<file path="src/rtl/countdown_digits.sv">
// Multi-digit BCD countdown timer with active-low 7-segment outputs and a one-cycle expiry pulse.
// Optional DONE-state display blink is enabled by defining DONE_BLINK_EN.
module countdown_digits #(
    parameter int unsigned NUM_DIGITS  = 2,
    parameter int unsigned START_VALUE = 12,
    parameter int unsigned TICK_DIV    = 50,
    parameter int unsigned BLINK_DIV   = 25
) (
    input  logic                    clk,
    input  logic                    reset,
    input  logic                    start,
    input  logic                    pause,
    input  logic                    load,
    output logic                    running,
    output logic                    expired,
    output logic [4*NUM_DIGITS-1:0] digits,
    output logic [7*NUM_DIGITS-1:0] segs
);
    localparam int unsigned DW = 4 * NUM_DIGITS;
    localparam int unsigned PW = $clog2(TICK_DIV);

    function automatic logic [DW-1:0] to_bcd(input int unsigned value);
        logic [DW-1:0] bcd;
        int unsigned   rest;
        bcd  = '0;
        rest = value;
        for (int unsigned i = 0; i < NUM_DIGITS; i++) begin
            bcd[4*i +: 4] = 4'(rest % 10);
            rest          = rest / 10;
        end
        return bcd;
    endfunction

    // Borrow ripples upward: every digit sitting at 0 wraps to 9 until one can absorb it.
    function automatic logic [DW-1:0] dec_bcd(input logic [DW-1:0] value);
        logic [DW-1:0] res;
        logic          borrow;
        res    = value;
        borrow = 1'b1;
        for (int unsigned i = 0; i < NUM_DIGITS; i++) begin
            if (borrow) begin
                if (value[4*i +: 4] == 4'd0) begin
                    res[4*i +: 4] = 4'd9;
                end else begin
                    res[4*i +: 4] = value[4*i +: 4] - 4'd1;
                    borrow        = 1'b0;
                end
            end
        end
        return res;
    endfunction

    function automatic logic [6:0] seg7(input logic [3:0] d);
        case (d)
            4'd0:    seg7 = 7'b1000000;
            4'd1:    seg7 = 7'b1111001;
            4'd2:    seg7 = 7'b0100100;
            4'd3:    seg7 = 7'b0110000;
            4'd4:    seg7 = 7'b0011001;
            4'd5:    seg7 = 7'b0010010;
            4'd6:    seg7 = 7'b0000010;
            4'd7:    seg7 = 7'b1111000;
            4'd8:    seg7 = 7'b0000000;
            4'd9:    seg7 = 7'b0010000;
            default: seg7 = 7'b1111111;
        endcase
    endfunction

    localparam logic [DW-1:0] START_BCD  = to_bcd(START_VALUE);
    localparam logic [DW-1:0] ONE_BCD    = {{(DW-1){1'b0}}, 1'b1};
    localparam logic [PW-1:0] PRESC_LAST = PW'(TICK_DIV - 1);

    typedef enum logic [1:0] {IDLE, RUN, PAUSED, DONE} state_t;

    state_t        state_q, state_d;
    logic [DW-1:0] digits_q, digits_d;
    logic [PW-1:0] presc_q, presc_d;
    logic          expired_q, expired_d;
    logic          running_q, running_d;
    logic          count;

    always_comb begin
        state_d   = state_q;
        digits_d  = digits_q;
        presc_d   = presc_q;
        expired_d = 1'b0;
        count     = 1'b0;
        if (load) begin
            state_d  = IDLE;
            digits_d = START_BCD;
            presc_d  = '0;
        end else begin
            case (state_q)
                IDLE, DONE: begin
                    if (start) begin
                        presc_d = '0;
                        if (START_VALUE == 0) begin
                            state_d   = DONE;
                            digits_d  = '0;
                            expired_d = 1'b1;
                        end else begin
                            state_d  = RUN;
                            digits_d = START_BCD;
                        end
                    end
                end
                RUN: begin
                    if (pause) state_d = PAUSED;
                    else       count   = 1'b1;
                end
                PAUSED: begin
                    // The resume edge counts as a running edge, so the held prescaler advances here.
                    if (!pause) begin
                        state_d = RUN;
                        count   = 1'b1;
                    end
                end
                default: state_d = IDLE;
            endcase
            if (count) begin
                if (presc_q == PRESC_LAST) begin
                    presc_d = '0;
                    if (digits_q == ONE_BCD) begin
                        digits_d  = '0;
                        state_d   = DONE;
                        expired_d = 1'b1;
                    end else begin
                        digits_d = dec_bcd(digits_q);
                    end
                end else begin
                    presc_d = presc_q + 1'b1;
                end
            end
        end
        running_d = (state_d == RUN);
    end

    always_ff @(posedge clk) begin
        if (reset) begin
            state_q   <= IDLE;
            digits_q  <= START_BCD;
            presc_q   <= '0;
            expired_q <= 1'b0;
            running_q <= 1'b0;
        end else begin
            state_q   <= state_d;
            digits_q  <= digits_d;
            presc_q   <= presc_d;
            expired_q <= expired_d;
            running_q <= running_d;
        end
    end

    logic [7*NUM_DIGITS-1:0] segs_raw;

    always_comb begin
        segs_raw = '1;
        for (int unsigned i = 0; i < NUM_DIGITS; i++) begin
            segs_raw[7*i +: 7] = seg7(digits_q[4*i +: 4]);
        end
    end

`ifdef DONE_BLINK_EN
    localparam int unsigned BW = (BLINK_DIV > 1) ? $clog2(BLINK_DIV) : 1;
    localparam logic [BW-1:0] BLINK_LAST = BW'(BLINK_DIV - 1);

    logic [BW-1:0] blink_cnt_q, blink_cnt_d;
    logic          blink_off_q, blink_off_d;

    always_comb begin
        blink_cnt_d = '0;
        blink_off_d = 1'b0;
        if (state_q == DONE && state_d == DONE) begin
            if (blink_cnt_q == BLINK_LAST) begin
                blink_off_d = ~blink_off_q;
            end else begin
                blink_cnt_d = blink_cnt_q + 1'b1;
                blink_off_d = blink_off_q;
            end
        end
    end

    always_ff @(posedge clk) begin
        if (reset) begin
            blink_cnt_q <= '0;
            blink_off_q <= 1'b0;
        end else begin
            blink_cnt_q <= blink_cnt_d;
            blink_off_q <= blink_off_d;
        end
    end

    assign segs = blink_off_q ? '1 : segs_raw;
`else
    assign segs = segs_raw;
`endif

    assign digits  = digits_q;
    assign running = running_q;
    assign expired = expired_q;

endmodule
</file>
<file path="config.mk">
export PLATFORM = sky130hd
export DESIGN_NAME = countdown_digits
export DESIGN_NICKNAME = d
export VERILOG_FILES = /design/src/rtl/countdown_digits.sv
export SDC_FILE = /design/constraint.sdc
export NUM_CORES = 1
export LEC_CHECK = 0
export BUFFER_PORTS_ARGS = -buffer_cell sky130_fd_sc_hd__buf_2
export CAP_MARGIN = 20
export CORE_MARGIN = 8
export CORE_UTILIZATION = 50
export DETAILED_ROUTE_END_ITERATION = 8
export PLACE_DENSITY = 0.75
export SKIP_CTS_REPAIR_TIMING = 1
export SLEW_MARGIN = 25
export SYNTH_ARGS = -nofsm -noshare
export SYNTH_HDL_FRONTEND = slang
export SYNTH_SLANG_ARGS = --single-unit
export TNS_END_PERCENT = 10
</file>
<file path="constraint.sdc">
create_clock -name clk -period 2.45 [get_ports clk]
set_input_delay 0.735 -clock clk [delete_from_list [all_inputs] [get_ports clk]]
set_output_delay 0.735 -clock clk [all_outputs]
set_load 0.01 [all_outputs]
</file>
# == Word level (Yosys, flattened, before mapping) ==
# Memory sizes are Yosys's and may differ from the RTL's. A register that Yosys moved wholly into a read port is not among the register bits.
# Index checks and enable logic that the tools add are counted.
# totals
reg_bits,18
n_memories,2
input_bits,5
wordCells,62
romBits,224
output_inout_bits,24
# mem_list
name,depth,width,rd,rd_clocked_by_memory_dff,wr,line_no,source
(name not given),16,7,1,1,0,54,case (d)
(name not given),16,7,1,1,0,54,
# classes
n_eq_ne,7
n_mux,32
reduce_logical,10
addsub,3
bitwise,2
# op_table
operator,count
$mux 8,5
$mux 4,6
$mux 6,4
$mux 2,7
$mux 1,9
$eq 8x1->1 const B,1
$logic_not 4->1,2
$sub 4x1->4 const B,2
$add 6x1->6 const B,1
$eq 6x6->1 const B,1
$pmux 2 s3,1
$reduce_or 2->1,3
$eq 2x1->1 const B,2
$eq 2x2->1 const B,2
$ne 4x2->1 const B,1
$reduce_bool 2->1,2
$reduce_or 4->1,1
$logic_not 2->1,1
$not 1->1,2
$reduce_and 2->1,1

# == Depth between registers and ports, before layout ==
# Gate-level depths: netlist of run 1.
# depth
word_depth,12
mapped_depth,11
depth_no_buf,11

# == Worst setup path before layout of run 1 ==
# Ideal clock, no wire load.
# synth_path
path_kind,reg-to-reg
from,register state_q[0]
to,"register, netlist name segs[4]"
setup_ns,0.132
required_ns,2.318
slack_ns,-0.193
path_stages_with_launch,12
arrival_ns,2.511
synth_period_minus_slack_ns,2.643
path_buffers,1
cell_sequence,dfxtp_1 inv_1 ha_1 or2_2 clkbuf_1 o41ai_2 o211ai_1 inv_1 ha_1 nor2_1 a211oi_1 a311oi_1
# synth_between
elab_chain_len,6
word_cells_on_any_way,12
cone_classes,eq/ne: 3; mux: 6; reduce/logical: 3
# synth_lines
element,line_no,source
"start, declared",75,"state_t state_q, state_d;"
"start signal, assigned",146,state_q <= state_d;
$eq 2x2->1 (tied with other cells),93,case (state_q)
"$reduce_or 2->1, on equally long branches",--,
$mux 8 / $mux 1 (equally long branches),--,
$mux 8 / $mux 1 (equally long branches),"121, 88",
$mux 8 (*),120,if (count) begin
$mux 4 (no line) (*),--,
# Mark *: on every way between the ends. The rest lies on a longest branch, timed or not. The select of a mux whose other input is x is not followed.
# A chain may end at the register's enable or synchronous reset.

# == Final worst setup path of run 1 ==
# layout_path
from,register state_q[1]
to,"register, netlist name segs[6]"
# layout_between
elab_chain_len,6
word_cells_on_any_way,12
cone_classes,eq/ne: 3; mux: 6; reduce/logical: 3
# layout_lines
element,line_no
$eq 2x2->1 (tied with other cells),93
"$reduce_or 2->1, on equally long branches",--
$mux 8 / $mux 1 (equally long branches),--
$mux 8 / $mux 1 (equally long branches),"121, 88"
$mux 8 (*),120
$mux 4 (no line) (*),--
# Marked as above.

==> reports/metrics.yaml, run 1 <==
status: "completed"
synth_area_um2: 1840
ys_ff_latch: 32
max_freq_mhz: 414
min_from: "presc_q[5]"
synth_top_cell_area_share_pct: 34.8
final_antenna_net_count: 0
synthMuxAreaShare_pct: 1.70
min_path_cells: 1
tightest_slew_ns: 0.476
diodes: 0
ir_worst_vdd_mv: 0.419
ys_seq_area_share_pct: 34.8
arrival_ns: 2.59
netlist_instances: 211
wl_per_cell_um: 13.8
cts.clk_slew.worst_paths_ns: 0.06
dp_hpwl_um: 3290
grt_use_total_pct: 14.8
finalNetCount: 294
cp_common_cell: "buf_4"
fill_cells: 281
synthTopCellsByArea: "dfxtp_1, ha_1, nor2_1"
avgSynthCellArea_um2: 8.73
gp_congestion: 0.868
synth-simple-area-share_pct: 25.3
synth_compound_area_share_pct: 22.6
grt_max_degree: 17
clock-sinks: 32
cp_max_fo: 8
synth_edf_count: 0
num_vias: 1816
yosysUniqueCellTypes: 60
hold_viol_final: 0
start_util_pct: 51.1
h-tree-depth: 2
slowest_delay_ns: 0.38
grt_pass1_wl_um: 7280
clk_path_buf_depth: 2
synth_top_family_by_area: "simple AND/OR/NAND/NOR gates"
rows: 22
cp_data_required_time_ns: 2.62
p_leak_uw: 0.00107
grt_pass1_vias: 1653
grt_overflow: 0
cts-root-buf: "clkbuf_8"
setup_viol: 0
drt_wl_total_um: 4500
dr.pass1.iters: 4
pre_cts_slack_ns: -0.197
reg2reg_to: "segs[6]"
drc_errors: 0
antenna_found_initial: 0
whs_endpoint: "presc_q[5]"
rsz0062_at_grt: "true"
path_cells: "ha_4, or2_4, o41ai_4, o211ai_1, buf_4, buf_4, xor2_1, o221a_2"
skew_ns: 0.00468
area_growth_pct: 33.9
die_h_um: 76.7
startpoint_type: "flop"
fin_crit_sh_pct: 98.6
fin_ws_ns: 0.0332
cts_tree: "built"
worst_setup_path_end_kind: "flop"
fin_crit_ns: 2.42
io_buffers: 28
r2r_slack_ns: 0.03
synth_top_cell_by_area: "dfxtp_1"
multi_input_area_um2: 1180
hold_path.class: "reg2reg"
finalPower_uw: 1070
worstRegToRegCells: 8
drt-initial-drc-count: 165
whs_ns: 0.528
slew_violations: 0
crit_slowest_cell: "dfxtp_1"
clock_latency_ns: 0.28
ys.flop_type: "dfxtp_1"
final_common_cell: "buf_4"
placed_area_um2: 2280
crit_type: "reg2reg"
powerDensity_nw_per_um2: 432
cts_buffers: 5
io-pin-count: 29
postSynth.asyncResetShare_pct: 0
ff_latch_area_um2: 642
worstReg2RegStart: "state_q[1]"
slew-limit-headroom_pct: 67.9
fin_area_um2: 2470
final_cell_mix: "buf_4, dfxtp_1, buf_2"
synthAdderAreaFrac_pct: 8.83
syn_nets: 229
post-route-util_pct: 68.4
die_x_um: 76.7
synth_warnings: 0
die_area_um2: 5880
core_um2: 3610
via_per_inst: 5.59
drive_gt1_share_pct: 37.5
cap_violations: 0
yosys.area_share.xor_xnor_pct: 0.951
[power breakdown]
| group | switching, uW | internal, uW |
|---|---|---|
| sequential | 1.12 | 522 |
| combinational | 34.5 | 23.4 |
| clock | 183 | 301 |
| total | 219 | 847 |
[area by class of cell]
class                      count  area share [%]
clock inverter                 2            1.42
multi-input combinational    158            47.8
tap                           48            2.44
timing repair buffer          66            17.3
inverter                      13            2.08
clock buffer                   6            2.94
sequential                    32            26.0
[kinds of logic after synthesis]
logic type,after synthesis
buffers and inverters,21
xor gates and xnor gates,2
AOI/OAI and AO/OA,56
adders and majority gates,13
and+or+nand+nor,84
muxes,3
DFF,32
[worst max-delay path, delay by kind of cell, from the launching register on]
family / cells / cell delay (ns)
and+or+nand+nor: 1 / 0.28
AOI/OAI and AO/OA: 3 / 0.90
DFF: 1 / 0.38
buffers and inverters: 2 / 0.35
adders and majority gates: 1 / 0.25
xor gates and xnor gates: 1 / 0.15
[how the worst max path moves through the flow]
stage / start / end / slack (ns) / depth (start not counted)
floorplan: pause / segs[3] / 0.003 / 6
global placement: pause / segs[4] / -0.09 / 9
detailed placement: pause / segs[4] / -0.20 / 9
CTS: state_q[0] / segs[4] / -0.06 / 10
global route: state_q[1] / segs[10] / -0.05 / 9
finish: state_q[1] / segs[6] / 0.03 / 8
[registers in the layout, summed over array words and instances (netlist names)]
signal,flops
digits,8
expired,1
presc_q,6
running,1
segs,14
state_q,2
[cell usage after synthesis (2+ instances only)]
library cell / count
o21ai_0: 10
nor3_1: 7
nand3b_1: 2
buf_6: 3
clkbuf_1: 4
a31oi_1: 6
nand3_1: 4
o31a_1: 2
o211ai_1: 4
ha_1: 13
nand2_1: 16
nand2b_1: 2
dfxtp_1: 32
mux2i_1: 2
a311oi_1: 3
nor2_2: 2
o21a_1: 2
inv_1: 11
a211oi_1: 3
a21oi_1: 9
or2_2: 2
and2_1: 2
nor3b_1: 3
nor2_1: 26
nand4_1: 3
nor4_1: 4
[stage by stage]
stage,cells,TNS (ns)
2_1_floorplan,211,0
3_3_place_gp,313,-0.539
3_5_place_dp,313,-1.01
4_1_cts,321,-0.0826
5_1_grt,325,-0.110
6_report,325,0
[routing by layer]
metal / track usage [%] / vias up / routed length, um
li1: - / 910 / -
met1: 17.7 / 836 / 1930
met2: 22.3 / 60 / 2120
met3: 5.36 / 10 / 339
met4: 8.65 / 0 / 111
met5: 0 / - / 0
Power figures use the tool's default switching activity.
==> run 2, diff against run 1 <==
ABC_AREA = 1   (was default)
==> reports/metrics.yaml, run 2 <==
status: "completed"
slew-limit-headroom_pct: 79.6  # +12 points
wl_per_cell_um: 11.2  # -19%
io_buffers: 28  # unchanged
cts_buffers: 5  # unchanged
fin_tns_setup_ns: 0  # unchanged
p_leak_uw: 0.00109  # +1.4%
min_path_cells: 2  # +1
fin_crit_ns: 2.28  # -0.140 ns
pre_cts_slack_ns: 0.0704  # +0.268 ns
arrival_ns: 2.44  # -0.15 ns
power_frac_comb_pct: 5.3  # about the same
synthTopCellsByArea: "dfxtp_1, nand2_1, ha_1"
cp_top_family: "adder cells"
clock-sinks: 32  # unchanged
slowest_delay_ns: 0.34  # -0.04 ns
drt-initial-drc-count: 124  # -25%
largest_register_ffs: 14  # unchanged
worst_setup_path_end_kind: "flop"
grt_pass1_vias: 1548  # -6.4%
path_cells: "inv_1, ha_2, nor2_4, inv_2, nor2_8, buf_4, o21ai_0, a21oi_1, inv_1, ha_1, nor2_1, o21ai_0"
final_common_cell: "nand2_1"
synth_common_cells: "nand2_1, dfxtp_1, inv_1, o21ai_0"
ys.flop_type: "dfxtp_1"
gp_congestion: 0.868  # about the same
synth_top_cell_by_area: "dfxtp_1"
cts-root-buf: "clkbuf_8"
cts.clk_slew.worst_paths_ns: 0.06  # about the same
finalNetCount: 314  # +6.8%
antenna_found_initial: 0  # unchanged
die_x_um: 76.6  # about the same
skew_ns: 0.00251  # -0.00217 ns
hold_path.class: "reg2reg"
crit_slowest_cell: "dfxtp_1"
powerDensity_nw_per_um2: 456  # +5.5%
postSynth.asyncResetShare_pct: 0  # unchanged
yosysMostFrequentCell: "nand2_1"
cp.depth: 12  # +4
tightest_slew_ns: 0.305  # -0.171 ns
ir_worst_vdd_mv: 0.395  # -5.7%
grt_use_total_pct: 13.5  # -1.3 points
drt_wl_total_um: 3860  # -14%
area_growth_pct: 18.7
diodes: 0  # unchanged
final_antenna_net_count: 0  # unchanged
via_per_inst: 4.78  # -14%
cts_tree: "built"
grt_pass1_wl_um: 6550  # -10%
synth_top_cell_area_share_pct: 34.9  # +0.071 points
pwr-share-seq_pct: 52.8  # +3.7 points
ys_seq_area_share_pct: 34.9  # +0.071 points
slew_violations: 0  # unchanged
r2r_slack_ns: 0.17  # +0.14 ns
synth_edf_count: 0  # unchanged
die_h_um: 76.6  # about the same
drc_errors: 0  # unchanged
worstRegToRegCells: 12  # +4
max_freq_mhz: 439  # +6.2%
cp_num_buf_inv: 4  # +2
final_cell_mix: "nand2_1, dfxtp_1, inv_1"
clock_latency_ns: 0.28  # about the same
synth_area_um2: 1840  # -0.20%
clk_path_buf_depth: 2  # unchanged
fin_ws_ns: 0.174  # +0.140 ns
crit_type: "reg2reg"
die_area_um2: 5870  # -0.16%
dr.pass1.iters: 4  # unchanged
grt_max_degree: 14  # -3
cp_max_fo: 6  # -2
hold_viol_final: 0  # unchanged
grt_overflow: 0  # unchanged
h-tree-depth: 2  # unchanged
finalPower_uw: 995  # -6.6%
cap_violations: 0  # unchanged
drive_gt1_share_pct: 27.3  # -10 points
core_um2: 3610  # unchanged
startpoint_type: "flop"
avgSynthCellArea_um2: 7.21  # -17%
pwr-share-clk_pct: 41.9  # -3.6 points
num_vias: 1649  # -9.2%
intPower_uw: 769  # -9.2%
setup_viol: 0  # unchanged
p_sw_uw: 226  # +3.1%
p_sw_share_pct: 22.7  # +2.1 points
cp_data_required_time_ns: 2.62  # about the same
fin_crit_sh_pct: 92.9  # -5.7 points
start_util_pct: 51.0  # -0.10 points
syn_nets: 273  # +19%
synth_warnings: 0  # unchanged
dp_hpwl_um: 2980  # -9.4%
rows: 22  # unchanged
yosysUniqueCellTypes: 31  # -48%
ys_ff_latch: 32  # unchanged
io-pin-count: 29  # unchanged
netlist_instances: 255  # +21%
run 2: changes by cell type after synthesis, sizes merged, moves of 4 or more:
cell    delta
a211oi     -4
a31oi      -7
clkbuf     -4
inv       +25
nand2     +79
nand3      +8
nor2       -8
nor3       -5
nor4       -6
o21ai     +10
run 2: tightest hold or removal path, delay by kind of cell, from the launching register on:
family	cells	cell delay, ns
AOI/OAI and AO/OA	1	0.06
DFF	1	0.33
and+or+nand+nor	1	0.07
run 2: cell families after synthesis:
| group | after synthesis | share of synthesized area (%) |
|---|---|---|
| AND/OR/NAND/NOR | 134 | 35.3 |
| buffers and inverters | 39 | 8.31 |
| AO/OA/AOI/OAI | 35 | 11.8 |
| flip-flops | 32 | 34.9 |
| adder cells (fa/ha/maj) | 13 | 8.85 |
| XOR/XNOR | 2 | 0.953 |
run 2: path summary, 6_finish.rpt:
path	to	start
setup / recovery	segs[3]	state_q[0]
hold / removal	presc_q[3]	presc_q[3]
setup reg to reg	segs[3]	state_q[0]
hold reg to reg	presc_q[3]	presc_q[3]
run 2: power by group through the flow:
| stage | sequential, uW | combinational, uW | clock (uW) |
|---|---|---|---|
| global route | 525 | 60.2 | 453 |
| global placement | 537 | 52.8 | 0 |
| detailed placement | 537 | 52.6 | 0 |
| finish | 525 | 52.8 | 417 |
| floorplan | 538 | 33.5 | 0 |
| CTS | 525 | 52.9 | 433 |
run 2: routing by layer:
| metal | part of all wire [%] | GRT usage, % | up-vias | wire [um] |
|---|---|---|---|---|
| met3 | 6.3 | 5.66 | 8 | 243 |
| met5 | 0 | 0 | - | 0 |
| li1 | - | - | 884 | - |
| met4 | 2.2 | 7.31 | 0 | 85 |
| met2 | 45 | 20.3 | 40 | 1750 |
| met1 | 46 | 15.9 | 717 | 1780 |
run 2: metrics by stage:
stage | instance area [um2] | hold slack [ns] | std cells | util, %
6_report | 2180 | 0.515 | 345 | 60.5
5_1_grt | 2180 | 0.524 | 345 | 60.5
4_1_cts | 2160 | 0.511 | 342 | 59.8
3_5_place_dp | 2060 | 0.503 | 334 | 57.2
3_3_place_gp | 2060 | 0.491 | 334 | 57.2
2_1_floorplan | 1840 | 0.473 | 255 | -
run 2: area by class of cell:
cell class                      count  area [um2]
Fill cell                         337        1420
Tap cell                           48        60.1
Sequential cell                    32         641
Clock buffer                        7        86.3
Multi-Input combinational cell    184        1050
Inverter                           38         148
Clock inverter                      1        7.51
Timing Repair Buffer               35         193
